==> config.mk <==
export PLATFORM = sky130hd
export DESIGN_NAME = key_tracker
export DESIGN_NICKNAME = d
export VERILOG_FILES = /design/src/rtl/piano_pkg.sv /design/src/rtl/scan_to_key.sv /design/src/rtl/key_tracker.sv
export SDC_FILE = /design/constraint.sdc
export NUM_CORES = 1
export LEC_CHECK = 0
export CAP_MARGIN = 10
export CORE_UTILIZATION = 30
export CTS_CLUSTER_DIAMETER = 120
export CTS_CLUSTER_SIZE = 40
export DETAILED_ROUTE_END_ITERATION = 6
export PLACE_DENSITY = 0.49
export SETUP_SLACK_MARGIN = 0.2
export SKIP_LAST_GASP = 1
export SYNTH_ARGS = -nofsm -noshare
export SYNTH_HDL_FRONTEND = slang
export SYNTH_SLANG_ARGS = --single-unit
==> constraint.sdc <==
create_clock -name mclk -period 3.63 [get_ports mclk]
set_input_delay 0.5445 -clock mclk [delete_from_list [all_inputs] [get_ports mclk]]
set_output_delay 0.5445 -clock mclk [all_outputs]
set_load 0.005 [all_outputs]
==> src/rtl/piano_pkg.sv <==
// Shared constants for the PS/2 piano keyboard: parser states, prefix bytes
// and the set-2 scan codes of the two tracked octaves.
package piano_pkg;

  localparam int KEYS_PER_OCT = 12;
  localparam int NUM_KEYS     = 2 * KEYS_PER_OCT;

  localparam logic [7:0] SC_F0 = 8'hF0;
  localparam logic [7:0] SC_E0 = 8'hE0;

  typedef enum logic [1:0] {
    ST_IDLE    = 2'd0,
    ST_BRK     = 2'd1,
    ST_EXT     = 2'd2,
    ST_EXT_BRK = 2'd3
  } kt_state_e;

  // Element i is the scan code of semitone i (listed from key 23 down to key 0).
  localparam logic [NUM_KEYS-1:0][7:0] SCAN_CODES = {
    8'h3C, 8'h3D, 8'h35, 8'h36, 8'h2C, 8'h2E, 8'h2D, 8'h24, 8'h26, 8'h1D, 8'h1E, 8'h15,
    8'h3A, 8'h3B, 8'h31, 8'h33, 8'h32, 8'h34, 8'h2A, 8'h21, 8'h23, 8'h22, 8'h1B, 8'h1A
  };

endpackage

==> src/rtl/scan_to_key.sv <==
// Combinational set-2 scan code decoder: hit=1 and idx=semitone for mapped codes.
module scan_to_key
  import piano_pkg::*;
(
  input  logic [7:0] byte_data,
  output logic       hit,
  output logic [4:0] idx
);

  always_comb begin
    hit = 1'b0;
    idx = '0;
    for (int i = 0; i < NUM_KEYS; i++) begin
      if (byte_data == SCAN_CODES[i]) begin
        hit = 1'b1;
        idx = 5'(i);
      end
    end
  end

endmodule

==> src/rtl/key_tracker.sv <==
// PS/2 set-2 byte parser tracking held piano keys and a last-pressed note
// selection for a monophonic tone generator.
module key_tracker
  import piano_pkg::*;
#(
  parameter int OCTAVES = 2
) (
  input  logic                  mclk,
  input  logic                  rst,
  input  logic                  byte_valid,
  input  logic [7:0]            byte_data,
  input  logic                  panic,
  output logic [12*OCTAVES-1:0] keys,
  output logic [4:0]            note,
  output logic                  press,
  output logic                  note_chg
);

  localparam int NK = KEYS_PER_OCT * OCTAVES;

  kt_state_e       state_q, state_d;
  logic [NK-1:0]   keys_q, keys_d;
  logic [4:0]      note_q, note_d;
  logic            press_q, press_d;
  logic            note_chg_q, note_chg_d;

  logic            hit;
  logic [4:0]      idx;

  scan_to_key u_dec (
    .byte_data (byte_data),
    .hit       (hit),
    .idx       (idx)
  );

  function automatic logic [4:0] lowest_key(input logic [NK-1:0] k);
    lowest_key = '0;
    for (int i = NK - 1; i >= 0; i--) begin
      if (k[i]) lowest_key = 5'(i);
    end
  endfunction

  always_comb begin
    state_d    = state_q;
    keys_d     = keys_q;
    note_d     = note_q;
    press_d    = press_q;
    note_chg_d = 1'b0;

    if (panic) begin
      // Byte in the same cycle is dropped; note is kept for the next press.
      state_d    = ST_IDLE;
      keys_d     = '0;
      press_d    = 1'b0;
      note_chg_d = press_q;
    end else if (byte_valid) begin
      case (state_q)
        ST_IDLE: begin
          if (byte_data == SC_F0)      state_d = ST_BRK;
          else if (byte_data == SC_E0) state_d = ST_EXT;
          else if (hit && !keys_q[idx]) begin
            keys_d[idx] = 1'b1;
            note_d      = idx;
            press_d     = 1'b1;
            note_chg_d  = 1'b1;
          end
        end
        ST_EXT:  state_d = (byte_data == SC_F0) ? ST_EXT_BRK : ST_IDLE;
        ST_BRK: begin
          state_d = ST_IDLE;
          if (hit && keys_q[idx]) begin
            keys_d[idx] = 1'b0;
            if (keys_d == '0) begin
              press_d    = 1'b0;
              note_chg_d = 1'b1;
            end else if (idx == note_q) begin
              note_d     = lowest_key(keys_d);
              note_chg_d = 1'b1;
            end
          end
        end
        default: state_d = ST_IDLE;
      endcase
    end
  end

  always_ff @(posedge mclk) begin
    if (rst) begin
      state_q    <= ST_IDLE;
      keys_q     <= '0;
      note_q     <= '0;
      press_q    <= 1'b0;
      note_chg_q <= 1'b0;
    end else begin
      state_q    <= state_d;
      keys_q     <= keys_d;
      note_q     <= note_d;
      press_q    <= press_d;
      note_chg_q <= note_chg_d;
    end
  end

  assign keys     = keys_q;
  assign note     = note_q;
  assign press    = press_q;
  assign note_chg = note_chg_q;

endmodule

==> results by group, run 1 <==
Clock tree
  • TritonCTS clock tree: yes
  • TritonCTS Buffers: 5
  • Num Clock Sinks: 33
  • CTS H-Tree Depth: 2
  • CTS max path bufs: 2
  • Hold buffers post-CTS: 0
  • Clock Latency Late Sink: 0.30 ns
  • Clk root buf: clkbuf_8
  • Clk pin slew, worst setup/hold paths: 0.08 ns

Route
  • Drt drc: 0
  • Routed WL per cell: 18.7 microns
  • Drt via density: 5.63
  • Via Count: 3980
  • DR iter-0 viols: 206
  • Remaining antenna violation count: 0
  • Number of detailed-route iterations in the first pass: 5
  • Drt total wl: 13200 microns

Synth
  • FF+latch count, synth: 33
  • Cell taking the most area after synthesis: dfxtp_1
  • Synth Cell Area: 3100 sq um
  • Top-count cell post-synth: o21ai_0
  • Area contributors post-synth: dfxtp_1, o21ai_0, a221oi_2
  • Post-synthesis average cell area: 7.35 sq um
  • Post-synthesis sequential area ratio: 21.3%
  • Cell count after synthesis: 422
  • Post-synth net total: 434
  • FFs w/ async S/R, synth: 0%
  • Synth warn: 0
  • Number of synthesized flops with an enable pin: 0
  • Yosys top cell area share: 21.3%
  • Most common flop cell mapped by yosys: dfxtp_1
  • Commonest cells post-synth: o21ai_0, nand2_1, nor2_1
  • Post-synth cell types: 71

Cells and area
  • Ant diodes: 0
  • Post-layout util: 49.4%
  • Synthesis-to-layout area growth: 57.9%
  • # nets final: 585
  • Fin area: 4900 sq um
  • Layout cell share with drive strength beyond 1: 34.3%

Global route
  • Largest net degree at the start of global routing: 19
  • Total gr overflow: 0
  • First-pass GRT wire length: 20800 microns
  • Vias in the first global route: 3812
  • Overall Global Routing Usage: 24.6%
  • Initial antenna violation count: 0

Floorplan
  • Die height: 104 microns
  • Die ar.: 10700 sq um
  • Initial Util: 31.3%
  • # IOs: 43
  • Die W: 104 microns
  • Core Region: 9910 sq um
  • Std cell rows: 36

Power
  • Sequential share of power: 38.5%
  • Logic pwr share: 22.4%
  • Max VDD drop: 0.000120 V
  • Internal power: 0.690 mW
  • Clk pwr share: 39.0%
  • Pleak: 1.82 nW
  • PwrDens: 194 nW/um^2
  • Tot Pwr: 0.948 mW
  • Switching Fraction: 27.2%
  • Switching Power: 0.258 mW

Timing
  • Fin. Hold Viols: 0
  • Final setup fails: 0
  • Unrepaired setup endpoints after global routing: yes
  • Skew final: 0.0143 ns
  • Fin crit share: 92.5%
  • Slew Viols, Final: 0
  • Crit path time final: 3.36 ns
  • Fmax: 298 MHz
  • Setup TNS after final layout: 0 ns
  • Tightest Pin Transition: 0.783 ns
  • Rel. slew slack: 47.6%

Worst setup path
  • Worst Path Arrival: 3.56 ns
  • Req. time, crit path: 3.84 ns
  • FF-to-FF path depth: 9
  • Startpoint types: input pin
  • Reg2reg setup slack: 1.22 ns
  • Critical path fanouts, max: 4
  • Critical path type: in2reg
  • Setup crit end kind: flip-flop

Placed design
  • Detailed Place HPWL: 10500 microns
  • Port Buffers: 42
  • Placed cell area: 4550 sq um
  • Gpl congestion: 0.942

Flow run
  • Max-cap violations: 0

Min path
  • Worst hold stages: 2
  • Hold Crit Class: reg2reg

Run status
  • Status: finished, final reports clean
==> per-stage QoR <==
stage | cells | worst slack (ns) | hold slack [ns]
final | 707 | 0.272 | 0.515
after global routing | 707 | 0.121 | 0.550
after detailed placement | 691 | -0.530 | 0.508
after global placement | 691 | -0.707 | 0.506
after CTS | 706 | 0.195 | 0.519
after floorplan | 422 | 0.123 | 0.474
==> critical path: stages <==
cell and delay [ns]:
buf_2 0.12, or4b_4 0.54, o31a_1 0.25, a211o_1 0.37
nand3_2 0.11, mux4_2 0.51, nor2_2 0.09, o211a_1 0.22
buf_6 0.12, buf_4 0.10, a21oi_4 0.06, or2_4 0.27
a311oi_1 0.25
==> final timing paths <==
| check | start | endpoint |
|---|---|---|
| setup / recovery | byte_data[6] | note[4] |
| setup reg to reg | flip-flop | note[4] |
| hold reg to reg | press | note_chg |
| hold / removal | press | note_chg |
==> cell type report <==
class / instances / area [sq um]
Clock buffer: 7 / 86.3
Clock inverter: 1 / 30.0
Fill cell: 991 / 5010
Inverter: 16 / 60.1
Multi-Input combinational cell: 341 / 2380
Sequential cell: 33 / 661
Tap cell: 133 / 166
Timing Repair Buffer: 176 / 1520
==> logic make-up (layout without fill, tap and decap cells) <==
| family | Yosys count | in the layout | share of synthesized area [%] |
|---|---|---|---|
| AO/OA/AOI/OAI | 146 | 146 | 34.7 |
| XOR/XNOR | 4 | 4 | 1.13 |
| adder cells (fa/ha/maj) | 1 | 1 | 0.323 |
| buffers and inverters | 48 | 200 | 7.02 |
| flip-flops | 33 | 33 | 21.3 |
| multiplexers | 5 | 5 | 2.02 |
| AND/OR/NAND/NOR | 185 | 185 | 33.6 |
==> power by group through the flow <==
stage	registers (mW)	logic (mW)	clock network [mW]
after floorplan	0.374	0.102	0
after global placement	0.374	0.197	0
after detailed placement	0.374	0.199	0
after CTS	0.365	0.204	0.380
after global routing	0.366	0.229	0.390
final	0.365	0.213	0.370
==> layout by cell type, fill, tap and decap left out, types with 3 or more instances in the layout <==
cell	n
o21ai_0	36
o21ai_1	5
buf_4	123
clkdlybuf4s50_1	34
nor3_2	6
and3_1	4
clkbuf_8	6
buf_6	7
a32oi_1	3
nand4_1	9
a31oi_1	12
and2_1	7
dfxtp_1	33
nor2_1	35
buf_12	5
nor2b_1	5
nand3b_1	5
o32ai_1	3
o211ai_1	12
nor3_1	15
inv_1	16
a211oi_1	6
a21oi_1	11
a22oi_1	4
xnor2_1	4
mux2i_1	4
a221oi_2	10
nand2_1	38
nand3_1	12
nand2b_1	9
nand4b_1	4
o31ai_1	5
a311oi_1	11
or4b_4	3
==> metal layers <==
layer  vias up  part of all wire [%]  global-route usage [%]
li1       1930                     -                       -
met1      1913                    45                    32.1
met2       115                    48                    42.3
met3        22                   4.9                    2.71
met4         0                   2.1                    7.24
met5         -                     0                       0
==> timing repair <==
item / CTS / global route
cloned: 1 / 0
pin swaps: 9 / 14
setup buffers: 6 / 1
gates resized for setup: 41 / 25
setup endpoints to repair: 31 / 31
Note: power is estimated with default switching activity, not from simulation.
==> inputs of run 2 (changes only) <==
DONT_BUFFER_PORTS = 1   (was default)
PLACE_DENSITY = 0.43   (was 0.49)
==> results by group, run 2 (synthesis gave the netlist of run 1 again) <==
Run status
  • Status: finished, final reports clean

Global route
  • Overall Global Routing Usage: 22.9%
  • Vias in the first global route: 3302
  • Largest net degree at the start of global routing: 29
  • Initial antenna violation count: 0
  • Total gr overflow: 0
  • First-pass GRT wire length: 19400 microns

Route
  • Via Count: 3562
  • Drt via density: 6.18
  • Remaining antenna violation count: 0
  • Routed WL per cell: 21.7 microns
  • Drt total wl: 12500 microns
  • Number of detailed-route iterations in the first pass: 5
  • Drt drc: 0
  • DR iter-0 viols: 291

Cells and area
  • Most common cell after layout, fill and taps aside: buf_4
  • Ant diodes: 0
  • # nets final: 454
  • Post-Layout Cell Count: 576
  • Most frequent cells in the layout: buf_4, o21ai_0, nand2_1
  • Fin area: 3670 sq um
  • Synthesis-to-layout area growth: 18.5%
  • Fillers: 1099
  • Layout cell share with drive strength beyond 1: 19.0%
  • Post-layout util: 37.1%

Power
  • Tot Pwr: 0.926 mW
  • Pleak: 1.21 nW
  • PwrDens: 252 nW/um^2
  • Max VDD drop: 0.000131 V

Timing
  • Slew Viols, Final: 0
  • Fmax: 303 MHz
  • Final setup fails: 0
  • Final worst slack: 0.324 ns
  • Skew final: 0.00576 ns
  • Fin. Hold Viols: 0
  • Rel. slew slack: 35.7%
  • Crit path time final: 3.31 ns
  • Hold Slack: 0.310 ns
  • Tightest Pin Transition: 0.956 ns
  • Unrepaired setup endpoints after global routing: no
  • Setup TNS after final layout: 0 ns
  • Fin crit share: 91.1%

Placed design
  • Pre-CTS setup slack: -0.0926 ns
  • Port Buffers: 0
  • Placed cell area: 3490 sq um
  • Dpl cells: 567
  • Detailed Place HPWL: 9770 microns
  • Gpl congestion: 0.918

Clock tree
  • CTS H-Tree Depth: 2
  • Clk root buf: clkbuf_8
  • CTS max path bufs: 2
  • Num Clock Sinks: 33
  • Clk pin slew, worst setup/hold paths: 0.08 ns
  • TritonCTS Buffers: 5
  • Hold buffers post-CTS: 0
  • Clock Latency Late Sink: 0.29 ns
  • TritonCTS clock tree: yes

Floorplan
  • Initial Util: 31.3%
  • # IOs: 43
  • Die W: 104 microns
  • Die ar.: 10700 sq um
  • Core Region: 9910 sq um
  • Std cell rows: 36
  • Die height: 104 microns

Worst setup path
  • Worst Path Arrival: 3.51 ns
  • CP Launch Point: byte_data[5]
  • Startpoint types: input pin
  • Req. time, crit path: 3.83 ns
  • Setup crit end kind: flip-flop
  • Critical path type: in2reg
  • Critical path fanouts, max: 10

Flow run
  • Max-cap violations: 0

Min path
  • Hold_sp: rst
  • Hold Crit Class: in2reg
==> run 2: critical path, cell delays in order <==
cell and delay [ns]:
or4b_1 0.55, o32a_1 0.36, a211o_1 0.32, nand3_1 0.15, nor2_1 0.06, a2111oi_1 0.39
buf_4 0.18, a211o_1 0.21, and3_1 0.24, buf_12 0.14, o211ai_1 0.09, a221oi_2 0.26
==> run 2: repair_timing <==
action	CTS	global route
gates cloned	0	0
pin swaps	1	0
setup endpoints to repair	1	29
setup buffers	1	0
resized for setup	1	6
==> run 2: layout make-up <==
type,count,area (sq um),share of cell area [%]
Clock buffer,5,68.8,1.87
Clock inverter,3,65.1,1.77
Inverter,16,60.1,1.63
Multi-Input combinational cell,341,2270,61.7
Sequential cell,33,661,18.0
Tap cell,133,166,4.53
Timing Repair Buffer,45,388,10.6
==> run 2: path summary, 6_finish.rpt <==
check | end | slack [ns] | cells past startpoint
max | flip-flop | 0.32 | 12
min | note[2] | 0.31 | 1
max reg2reg | note[3] | 1.23 | 9
min reg2reg | flip-flop | 0.54 | 2
==> run 2: where the power goes <==
part	leakage (nW)	internal, mW	total [mW]	switching (mW)
registers	0.266	0.363	0.366	0.00220
clock network	0.0681	0.273	0.432	0.159
logic	0.879	0.0560	0.129	0.0727
==> run 2: metal layers <==
| metal | part of all wire, % | up-vias | GRT usage (%) |
|---|---|---|---|
| li1 | - | 1664 | - |
| met1 | 45 | 1732 | 30.4 |
| met5 | 0 | - | 0 |
| met3 | 5.9 | 20 | 4.03 |
| met4 | 2.7 | 0 | 7.45 |
| met2 | 46 | 146 | 37.4 |
